`config.mk`:
```
export PLATFORM = sky130hd
export DESIGN_NAME = dest_drain_flat
export DESIGN_NICKNAME = d
export VERILOG_FILES = /design/src/rtl/dest_drain_pkg.sv /design/src/rtl/dest_drain_if.sv /design/src/rtl/dest_drain_queue.sv /design/src/rtl/dest_drain.sv /design/src/flat_wrapper.sv
export SDC_FILE = /design/constraint.sdc
export NUM_CORES = 1
export LEC_CHECK = 0
export CAP_MARGIN = 30
export CELL_PAD_IN_SITES_DETAIL_PLACEMENT = 1
export CELL_PAD_IN_SITES_GLOBAL_PLACEMENT = 1
export CORE_UTILIZATION = 42
export CTS_BUF_LIST = sky130_fd_sc_hd__clkbuf_8
export CTS_CLUSTER_DIAMETER = 60
export CTS_CLUSTER_SIZE = 16
export DETAILED_ROUTE_END_ITERATION = 10
export PLACE_DENSITY = 0.89
export SYNTH_ARGS = -nofsm -noshare
export SYNTH_HDL_FRONTEND = slang
export SYNTH_SLANG_ARGS = --single-unit
```
`constraint.sdc`:
```
create_clock -name clk -period 4.55 [get_ports clk]
set_input_delay 0.91 -clock clk [delete_from_list [all_inputs] [get_ports clk]]
set_output_delay 0.91 -clock clk [all_outputs]
set_load 0.01 [all_outputs]
```
`src/rtl/dest_drain_pkg.sv`:
```
// Shared types for the destination-FIFO drain block: FSM encoding and source ids.
package dest_drain_pkg;

    typedef enum logic [1:0] {
        IDLE  = 2'd0,
        RUN   = 2'd1,
        DRAIN = 2'd2
    } state_t;

    localparam logic DEST_D0 = 1'b0;
    localparam logic DEST_D1 = 1'b1;

endpackage

```
`src/rtl/dest_drain_if.sv`:
```
// Bus bundle between the destination FIFOs / sink and dest_drain.
interface dest_drain_if #(
    parameter int WORD_SIZE = 6,
    parameter int CNT_W     = 8
);
    logic                 enable;
    logic                 d0_empty;
    logic                 d1_empty;
    logic [WORD_SIZE-1:0] d0_data;
    logic [WORD_SIZE-1:0] d1_data;
    logic                 pop_D0;
    logic                 pop_D1;
    logic                 ready_in;
    logic                 valid_out;
    logic [WORD_SIZE-1:0] data_out;
    logic                 dest_out;
    logic                 clear_cnt;
    logic [CNT_W-1:0]     cnt_d0;
    logic [CNT_W-1:0]     cnt_d1;
    logic                 busy;
    logic                 dest_err;

    modport slave (
        input  enable, d0_empty, d1_empty, d0_data, d1_data, ready_in, clear_cnt,
        output pop_D0, pop_D1, valid_out, data_out, dest_out, cnt_d0, cnt_d1, busy, dest_err
    );

    modport master (
        output enable, d0_empty, d1_empty, d0_data, d1_data, ready_in, clear_cnt,
        input  pop_D0, pop_D1, valid_out, data_out, dest_out, cnt_d0, cnt_d1, busy, dest_err
    );
endinterface

```
`src/rtl/dest_drain_queue.sv`:
```
// Two-entry output queue; head entry drives the valid/ready stream.
module dest_drain_queue #(
    parameter int W = 7
) (
    input  logic         clk,
    input  logic         rst_n,
    input  logic         i_push,
    input  logic [W-1:0] i_push_data,
    input  logic         i_pop,
    output logic         o_valid,
    output logic [W-1:0] o_head,
    output logic [1:0]   o_count
);
    logic [W-1:0] r_mem [2];
    logic         r_head;
    logic         r_tail;
    logic [1:0]   r_count;

    always_ff @(posedge clk or negedge rst_n) begin
        if (!rst_n) begin
            r_mem[0] <= '0;
            r_mem[1] <= '0;
            r_head   <= 1'b0;
            r_tail   <= 1'b0;
            r_count  <= '0;
        end else begin
            if (i_push) begin
                r_mem[r_tail] <= i_push_data;
                r_tail        <= ~r_tail;
            end
            if (i_pop) begin
                r_head <= ~r_head;
            end
            case ({i_push, i_pop})
                2'b10:   r_count <= r_count + 2'd1;
                2'b01:   r_count <= r_count - 2'd1;
                default: r_count <= r_count;
            endcase
        end
    end

    assign o_valid = (r_count != 2'd0);
    assign o_head  = r_mem[r_head];
    assign o_count = r_count;

endmodule

```
`src/rtl/dest_drain.sv`:
```
// Round-robin drain of FIFO_D0/D1 into a tagged valid/ready stream with delivery counters.
// Define DEST_DRAIN_CHECK_EN to add the sticky destination-selector mismatch flag.
module dest_drain
    import dest_drain_pkg::*;
#(
    parameter int WORD_SIZE = 6,
    parameter int CNT_W     = 8,
    parameter int DEST_BIT  = 4
) (
    input  logic        clk,
    input  logic        reset_L,
    dest_drain_if.slave bus
);
    if (DEST_BIT < 0 || DEST_BIT >= WORD_SIZE) begin : g_bad_dest_bit
        $error("dest_drain: DEST_BIT must index a bit of the word");
    end

    state_t               r_state;
    state_t               w_next_state;
    logic                 r_ptr;
    logic                 r_inflight;
    logic                 r_inflight_src;
    logic [CNT_W-1:0]     r_cnt_d0;
    logic [CNT_W-1:0]     r_cnt_d1;

    logic                 w_cand_ok;
    logic                 w_cand_src;
    logic                 w_room;
    logic                 w_pop;
    logic                 w_pop_d0;
    logic                 w_pop_d1;
    logic                 w_busy;
    logic                 w_dep;
    logic                 w_q_valid;
    logic [1:0]           w_q_count;
    logic [2:0]           w_occ;
    logic [WORD_SIZE-1:0] w_cap_data;
    logic [WORD_SIZE:0]   w_head;

    // Occupancy counts the word already in flight so a pop never overfills the queue.
    assign w_dep  = w_q_valid & bus.ready_in;
    assign w_occ  = {1'b0, w_q_count} + {2'b0, r_inflight} - {2'b0, w_dep};
    assign w_room = (w_occ < 3'd2);

    always_comb begin
        w_cand_ok  = 1'b0;
        w_cand_src = DEST_D0;
        if (r_ptr == DEST_D0) begin
            if (!bus.d0_empty) begin
                w_cand_ok  = 1'b1;
                w_cand_src = DEST_D0;
            end else if (!bus.d1_empty) begin
                w_cand_ok  = 1'b1;
                w_cand_src = DEST_D1;
            end
        end else begin
            if (!bus.d1_empty) begin
                w_cand_ok  = 1'b1;
                w_cand_src = DEST_D1;
            end else if (!bus.d0_empty) begin
                w_cand_ok  = 1'b1;
                w_cand_src = DEST_D0;
            end
        end
    end

    always_ff @(posedge clk or negedge reset_L) begin
        if (!reset_L) begin
            r_state <= IDLE;
        end else begin
            r_state <= w_next_state;
        end
    end

    always_comb begin
        w_next_state = r_state;
        case (r_state)
            IDLE:    if (bus.enable) w_next_state = RUN;
            RUN:     if (!bus.enable) w_next_state = DRAIN;
            DRAIN: begin
                if (bus.enable) begin
                    w_next_state = RUN;
                end else if (!r_inflight && (w_q_count == 2'd0)) begin
                    w_next_state = IDLE;
                end
            end
            default: w_next_state = IDLE;
        endcase
    end

    always_comb begin
        w_busy   = (r_state != IDLE);
        w_pop    = 1'b0;
        w_pop_d0 = 1'b0;
        w_pop_d1 = 1'b0;
        if ((r_state == RUN) && w_cand_ok && w_room) begin
            w_pop    = 1'b1;
            w_pop_d0 = (w_cand_src == DEST_D0);
            w_pop_d1 = (w_cand_src == DEST_D1);
        end
    end

    // Pointer parks on the FIFO that was not just served.
    always_ff @(posedge clk or negedge reset_L) begin
        if (!reset_L) begin
            r_ptr          <= DEST_D0;
            r_inflight     <= 1'b0;
            r_inflight_src <= DEST_D0;
        end else begin
            r_inflight <= w_pop;
            if (w_pop) begin
                r_inflight_src <= w_cand_src;
                r_ptr          <= ~w_cand_src;
            end
        end
    end

    assign w_cap_data = (r_inflight_src == DEST_D1) ? bus.d1_data : bus.d0_data;

    dest_drain_queue #(
        .W(WORD_SIZE + 1)
    ) u_queue (
        .clk         (clk),
        .rst_n       (reset_L),
        .i_push      (r_inflight),
        .i_push_data ({r_inflight_src, w_cap_data}),
        .i_pop       (w_dep),
        .o_valid     (w_q_valid),
        .o_head      (w_head),
        .o_count     (w_q_count)
    );

    always_ff @(posedge clk or negedge reset_L) begin
        if (!reset_L) begin
            r_cnt_d0 <= '0;
            r_cnt_d1 <= '0;
        end else if (bus.clear_cnt) begin
            r_cnt_d0 <= '0;
            r_cnt_d1 <= '0;
        end else if (w_dep) begin
            if (w_head[WORD_SIZE] == DEST_D1) begin
                r_cnt_d1 <= r_cnt_d1 + CNT_W'(1);
            end else begin
                r_cnt_d0 <= r_cnt_d0 + CNT_W'(1);
            end
        end
    end

`ifdef DEST_DRAIN_CHECK_EN
    logic r_dest_err;
    logic w_mismatch;

    assign w_mismatch = r_inflight & (w_cap_data[DEST_BIT] != r_inflight_src);

    always_ff @(posedge clk or negedge reset_L) begin
        if (!reset_L) begin
            r_dest_err <= 1'b0;
        end else if (w_mismatch) begin
            r_dest_err <= 1'b1;
        end else if (bus.clear_cnt) begin
            r_dest_err <= 1'b0;
        end
    end

    assign bus.dest_err = r_dest_err;
`else
    assign bus.dest_err = 1'b0;
`endif

    assign bus.pop_D0    = w_pop_d0;
    assign bus.pop_D1    = w_pop_d1;
    assign bus.busy      = w_busy;
    assign bus.valid_out = w_q_valid;
    assign bus.data_out  = w_head[WORD_SIZE-1:0];
    assign bus.dest_out  = w_head[WORD_SIZE];
    assign bus.cnt_d0    = r_cnt_d0;
    assign bus.cnt_d1    = r_cnt_d1;

endmodule

```
`src/flat_wrapper.sv`:
```
// flat-port wrapper written by rule: the top's interface ports become plain ports
module dest_drain_flat import dest_drain_pkg::*;
#(
    parameter int WORD_SIZE = 6,
    parameter int CNT_W     = 8,
    parameter int DEST_BIT  = 4
)
  (clk, reset_L, bus_enable, bus_d0_empty, bus_d1_empty, bus_d0_data, bus_d1_data, bus_ready_in, bus_clear_cnt, bus_pop_D0, bus_pop_D1, bus_valid_out, bus_data_out, bus_dest_out, bus_cnt_d0, bus_cnt_d1, bus_busy, bus_dest_err);
  dest_drain_if #(.WORD_SIZE(WORD_SIZE), .CNT_W(CNT_W)) bus_i ();
  input  logic clk;
  input  logic reset_L;
  input wire logic [$bits(bus_i.enable)-1:0] bus_enable;
  input wire logic [$bits(bus_i.d0_empty)-1:0] bus_d0_empty;
  input wire logic [$bits(bus_i.d1_empty)-1:0] bus_d1_empty;
  input wire logic [$bits(bus_i.d0_data)-1:0] bus_d0_data;
  input wire logic [$bits(bus_i.d1_data)-1:0] bus_d1_data;
  input wire logic [$bits(bus_i.ready_in)-1:0] bus_ready_in;
  input wire logic [$bits(bus_i.clear_cnt)-1:0] bus_clear_cnt;
  output wire logic [$bits(bus_i.pop_D0)-1:0] bus_pop_D0;
  output wire logic [$bits(bus_i.pop_D1)-1:0] bus_pop_D1;
  output wire logic [$bits(bus_i.valid_out)-1:0] bus_valid_out;
  output wire logic [$bits(bus_i.data_out)-1:0] bus_data_out;
  output wire logic [$bits(bus_i.dest_out)-1:0] bus_dest_out;
  output wire logic [$bits(bus_i.cnt_d0)-1:0] bus_cnt_d0;
  output wire logic [$bits(bus_i.cnt_d1)-1:0] bus_cnt_d1;
  output wire logic [$bits(bus_i.busy)-1:0] bus_busy;
  output wire logic [$bits(bus_i.dest_err)-1:0] bus_dest_err;
  assign bus_i.enable = bus_enable;
  assign bus_i.d0_empty = bus_d0_empty;
  assign bus_i.d1_empty = bus_d1_empty;
  assign bus_i.d0_data = bus_d0_data;
  assign bus_i.d1_data = bus_d1_data;
  assign bus_i.ready_in = bus_ready_in;
  assign bus_i.clear_cnt = bus_clear_cnt;
  assign bus_pop_D0 = bus_i.pop_D0;
  assign bus_pop_D1 = bus_i.pop_D1;
  assign bus_valid_out = bus_i.valid_out;
  assign bus_data_out = bus_i.data_out;
  assign bus_dest_out = bus_i.dest_out;
  assign bus_cnt_d0 = bus_i.cnt_d0;
  assign bus_cnt_d1 = bus_i.cnt_d1;
  assign bus_busy = bus_i.busy;
  assign bus_dest_err = bus_i.dest_err;
  dest_drain #(.WORD_SIZE(WORD_SIZE), .CNT_W(CNT_W), .DEST_BIT(DEST_BIT)) u_core (.clk(clk), .reset_L(reset_L), .bus(bus_i));
endmodule
```
**Word-level counts from Yosys, hierarchy flattened**

Cells that the tools add are included.

- Register bits: 39
- Word-level logic and storage cells: 79
- Output and inout port bits: 28
- Bits of input ports: 19

- Bitwise operators: 6
- $lt $le $gt $ge: 4
- Reductions and logical operators: 15
- Equal/unequal tests: 8
- Mux-type cells: 29
- Add/sub/neg operators: 6

Operators by type and width:

| cell | number |
|---|---|
| $mux 8 | 6 |
| $mux 7 | 4 |
| $add 8x1->8 const B | 2 |
| $bwmux 14 | 1 |
| $mux 1 | 10 |
| $reduce_bool 2->1 | 5 |
| $mux 2 | 4 |
| $demux 7 s1 | 1 |
| $mux 6 | 1 |
| $ne 2x2->1 const B | 3 |
| $pmux 2 s3 | 1 |
| $eq 2x1->1 const B | 2 |
| $eq 2x2->1 const B | 2 |
| $ge 2x2->1 const B | 2 |
| $logic_and 1x1->1 | 4 |
| $logic_not 2->1 | 2 |
| $not 1->2 | 2 |
| $pmux 2 s2 | 1 |
| $reduce_and 2->1 | 2 |
| $add 2x1->3 | 1 |
| $lt 3x2->1 const B | 1 |
| $ne 3x2->1 const B | 1 |
| $not 1->1 | 3 |
| $reduce_and 3->1 | 1 |
| other kinds (6) | 6 |

**Longest topological paths before layout**

- Depth in word-level cells: 7
- Gate-level depth with buffers: 9
- Gate-level depth less buffers: 6

**Cells and area by module**

A second synthesis with hierarchy kept.

- Cell total of the unflattened synthesis: 167
- Area, all modules: 1938.1 sq um

By module, submodules not included:

| module | times used | cells an instance | area each (sq um) | sequential area each (sq um) |
|---|---|---|---|---|
| dest_drain | 1 | 116 | 1158.6 | 525.5 |
| dest_drain_queue | 1 | 51 | 779.5 | 450.4 |

**Worst setup path before layout**

No wires, ideal clock.

- Path type: input to output
- From: input port bus_ready_in
- To: output port bus_pop_D1
- Path buffers: 2
- Slack: 0.958 ns
- Stages: 7
- Arrival: 2.682 ns
- Required time: 3.640 ns
- Cells stage by stage: o21ai_1 buf_2 buf_2 nor2_1 fa_1 nand3b_1 nor4_1

- Cells in the longest elaborated chain, start to end: 5

RTL lines:

| element | RTL line | source |
|---|---|---|
| start, declared | flat_wrapper.sv:17 | `input wire logic [$bits(bus_i.ready_in)-1:0] bus_ready_in;` |
| $and 1x1->1 | dest_drain.sv:41 | `assign w_dep = w_q_valid & bus.ready_in;` |
| $sub 3x1->3 | dest_drain.sv:42 | `assign w_occ = {1'b0, w_q_count} + {2'b0, r_inflight} - {2'b0, w_dep};` |
| $lt 3x2->1 | dest_drain.sv:43 | `assign w_room = (w_occ < 3'd2);` |
| $logic_and 1x1->1 | dest_drain.sv:96 | `if ((r_state == RUN) && w_cand_ok && w_room) begin` |
| $mux 1 | dest_drain.sv:96 |  |
| end, declared | flat_wrapper.sv:20 | `output wire logic [$bits(bus_i.pop_D1)-1:0] bus_pop_D1;` |

Every way passes these cells.

**Final worst setup path**

- From: input port bus_ready_in
- To: output port bus_pop_D0

- Cells in the longest elaborated chain, start to end: 5

RTL lines:

| element | RTL line | source |
|---|---|---|
| $and 1x1->1 | dest_drain.sv:41 |  |
| $sub 3x1->3 | dest_drain.sv:42 |  |
| $lt 3x2->1 | dest_drain.sv:43 |  |
| $logic_and 1x1->1 | dest_drain.sv:96 |  |
| $mux 1 | dest_drain.sv:96 |  |
| end, declared | flat_wrapper.sv:19 | `output wire logic [$bits(bus_i.pop_D0)-1:0] bus_pop_D0;` |

Every way passes these cells.

==> results.sh <==
export IMPL_die_area_sq_um=5110
export IMPL_path_class="in2out"
export IMPL_cts_tree="built"
export IMPL_hold_buffers=0
export IMPL_finalClockSkew_ns=0.00817
export IMPL_floorplan_rows=24
export IMPL_tns_ns=0
export IMPL_crit_slowest_cell="clkdlybuf4s50_1"
export IMPL_slew_limit_headroom=0.432
export IMPL_worst_slew_pin_slew_ns=0.851
export IMPL_grt_max_degree=40
export IMPL_worstPathMaxFanout=7
export IMPL_synthArstFlopShare=1.00
export IMPL_cts_buffers=5
export IMPL_overflow=0
export IMPL_syn_nets=221
export IMPL_clock_path_buffers=2
export IMPL_required_ns=3.64
export IMPL_worst_path_stages=8
export IMPL_slowest_delay_ns=0.55
export IMPL_finalNetCount=262
export IMPL_leakage_nw=1.09
export IMPL_crit_top_cell="clkdlybuf4s50_1"
export IMPL_drt_wl_total_microns=4820
export IMPL_routabilityCongestion=0.711
export IMPL_slew_violations=0
export IMPL_finalSetupViolCount=0
export IMPL_drt_iter0_drc=49
export IMPL_cts_htree_levels=2
export IMPL_cts_clk_slew_worst_paths_ns=0.07
export IMPL_synthesis_area_sq_um=2030
export IMPL_avgViaCountPerCell=5.59
export IMPL_critPathArrivalTime_ns=3.41
export IMPL_clock_latency_ns=0.30
export IMPL_path_buf_inv=2
export IMPL_ys_seq_area_frac=0.481
export IMPL_ctsResizeCount=0
export IMPL_postLayoutCoreUtil=0.579
export IMPL_power_density_nw_per_um2=528
export IMPL_io_pins=47
export IMPL_firstDrtPassIters=4
export IMPL_synth_edf_count=0
export IMPL_ys_ff_latch=39
export IMPL_rsz0062_at_grt="no"
export IMPL_ant_nets=0
export IMPL_antenna_cells=0
export IMPL_design_core_area_sq_um=4500
export IMPL_yosys_warnings=0
export IMPL_drc=0
export IMPL_syn_to_final_growth_pct=28.5
export IMPL_dp_final_hpwl_microns=3310
export IMPL_syn_inst=199
export IMPL_layout_drive_gt1_share=0.129
export IMPL_max_freq_ghz=0.232
export IMPL_r2r_cells=7
export IMPL_initial_core_util=0.451
export IMPL_synth_cell_type_count=39
export IMPL_fin_crit_sh=0.949
export IMPL_critical_path_top_delay_family="buffers and inverters"
export IMPL_cts_root_buffer="clkbuf_8"
export IMPL_antenna_found_initial=0
export IMPL_vias=1638
export IMPL_finalHoldViolations=0
export IMPL_die_h_microns=71.5
export IMPL_crit_chain="clkdlybuf4s50_1 -> nor2b_1 -> o21ai_0 -> fa_1 -> nand3b_1 -> a211o_1 -> nor2_1 -> clkdlybuf4s50_1"
export IMPL_wl_per_cell_microns=16.4
export IMPL_period_minus_slack_ns=4.32
export IMPL_status="complete, no violations"
export IMPL_die_w_microns=71.5
export IMPL_worst_setup_path_end_kind="primary output"
export IMPL_min_path_cells=2
export IMPL_grt_pass1_wl_microns=8110
export IMPL_cts_setup_buffers=0
export IMPL_irDropWorstVdd_mv=0.282
export IMPL_grt_pass1_vias=1709
export IMPL_synthFlopType="dfrtp_1"
export IMPL_hold_class="reg2reg"
export IMPL_grtUsageTotal=0.211
export IMPL_cts_sinks=39
export IMPL_numPortBuffers=45
export IMPL_nFillCells=510
export IMPL_crit_path_start_kind="primary input"
export IMPL_avgSynthCellArea_sq_um=10.2
export IMPL_maxCapViolations=0
## report_power, final
group	internal, mW	total (mW)	switching, mW
clock	0.217	0.341	0.124
sequential	0.437	0.541	0.104
combinational	0.263	0.497	0.234
## worst paths after layout
check	startpoint	endpoint	slack [ns]
min reg2reg	u_core.u_queue.r_mem[12]$_DFFE_PN0P_	u_core.u_queue.r_mem[12]$_DFFE_PN0P_	0.49
max	bus_ready_in	bus_pop_D0	0.23
max reg2reg	u_core.r_inflight$_DFF_PN0_	u_core.r_ptr$_DFFE_PN0P_	2.30
min in group asynchronous	reset_L	u_core.bus.cnt_d1[4]$_DFFE_PN0P_	0.72
max in group asynchronous	reset_L	u_core.u_queue.r_mem[13]$_DFFE_PN0P_	3.29
min	u_core.u_queue.r_mem[12]$_DFFE_PN0P_	u_core.u_queue.r_mem[12]$_DFFE_PN0P_	0.49
## stage by stage
stage | instance area, sq um | std cells | power (mW) | hold slack, ns | worst slack, ns
detailed placement | 2480 | 285 | 1.05 | 0.473 | 0.263
global route | 2610 | 293 | 1.47 | 0.532 | 0.0743
floorplan | 2030 | 199 | 0.859 | 0.446 | 0.958
CTS | 2610 | 293 | 1.40 | 0.491 | 0.227
global placement | 2480 | 285 | 1.02 | 0.459 | 0.365
finish | 2610 | 293 | 1.38 | 0.485 | 0.231
## worst register-to-register path, cell delays in order, from the launching register on
cell,delay [ns]
dfrtp_1,0.53
nor2b_1,0.26
o21ai_0,0.14
fa_1,0.52
nand3b_1,0.11
nor4_1,0.36
buf_4,0.18
a21oi_1,0.03
## registers in the layout, indices dropped and copies added, names as in the netlist
signal / count
u_core.r_state: 2
u_core.u_queue.r_mem: 14
u_core.r_inflight_src: 1
u_core.u_queue.r_head: 1
u_core.u_queue.o_count: 2
u_core.bus.cnt_d0: 8
u_core.u_queue.r_tail: 1
u_core.r_inflight: 1
u_core.bus.cnt_d1: 8
u_core.r_ptr: 1
## cells by family (layout without fill, tap and decap cells)
logic type,Yosys count,after routing,share of synthesized area
compound gates,40,40,0.110
xor+xnor,4,4,0.0173
fa+ha+maj,3,3,0.0222
buf+inv,17,59,0.0462
flops,39,39,0.481
mux,24,24,0.134
other cells,1,1,0.00185
simple gates,71,71,0.187
## layer usage
layer	wire, microns	part of all wire	vias to the layer above	track usage
li1	-	-	786	-
met3	122	0.025	7	0.0506
met2	2580	0.54	29	0.362
met4	100	0.021	0	0.0915
met5	0	0	-	0
met1	2020	0.42	816	0.255
## area by class of cell
| type | instances | area [sq um] | share of cell area |
|---|---|---|---|
| clock buffer | 5 | 68.8 | 0.0264 |
| sequential | 39 | 976 | 0.374 |
| tap | 52 | 65.1 | 0.0249 |
| timing repair buffer | 47 | 460 | 0.176 |
| clock inverter | 3 | 63.8 | 0.0245 |
| inverter | 4 | 15.0 | 0.00576 |
| multi-input combinational | 143 | 960 | 0.368 |
## cells in the mapped netlist, types with 5 or more instances
library cell	count	area share
or4_1	5	0.018
a21oi_1	18	0.044
o21ai_0	12	0.030
nor4_1	5	0.015
mux2_2	15	0.083
dfrtp_1	39	0.48
nor2b_1	10	0.031
nand2_1	10	0.018
mux2i_1	8	0.039
nor2_1	18	0.033
clkbuf_1	5	0.0092
nand3_1	9	0.022
o31ai_1	5	0.018
## placed cells by master (no fill, tap or decap), drive strengths merged
cell           instances
or3                    2
o31ai                  5
a21boi                 1
xnor2                  1
or2                    2
nor2b                 10
conb                   1
and2                   1
a21o                   1
nor4                   6
nand3                  9
fa                     1
clkdlybuf4s50         44
inv                    5
clkbuf                 5
nand2b                 3
o21a                   1
nor2                  18
xor2                   3
or4                    5
nor4b                  1
a21oi                 18
mux2                  15
dfrtp                 39
bufinv                 2
nand3b                 1
nand4                  3
buf                    3
mux2i                  9
ha                     2
a211o                  1
nand2                 10
o21ai                 13
(Power assumes the default switching activity.)
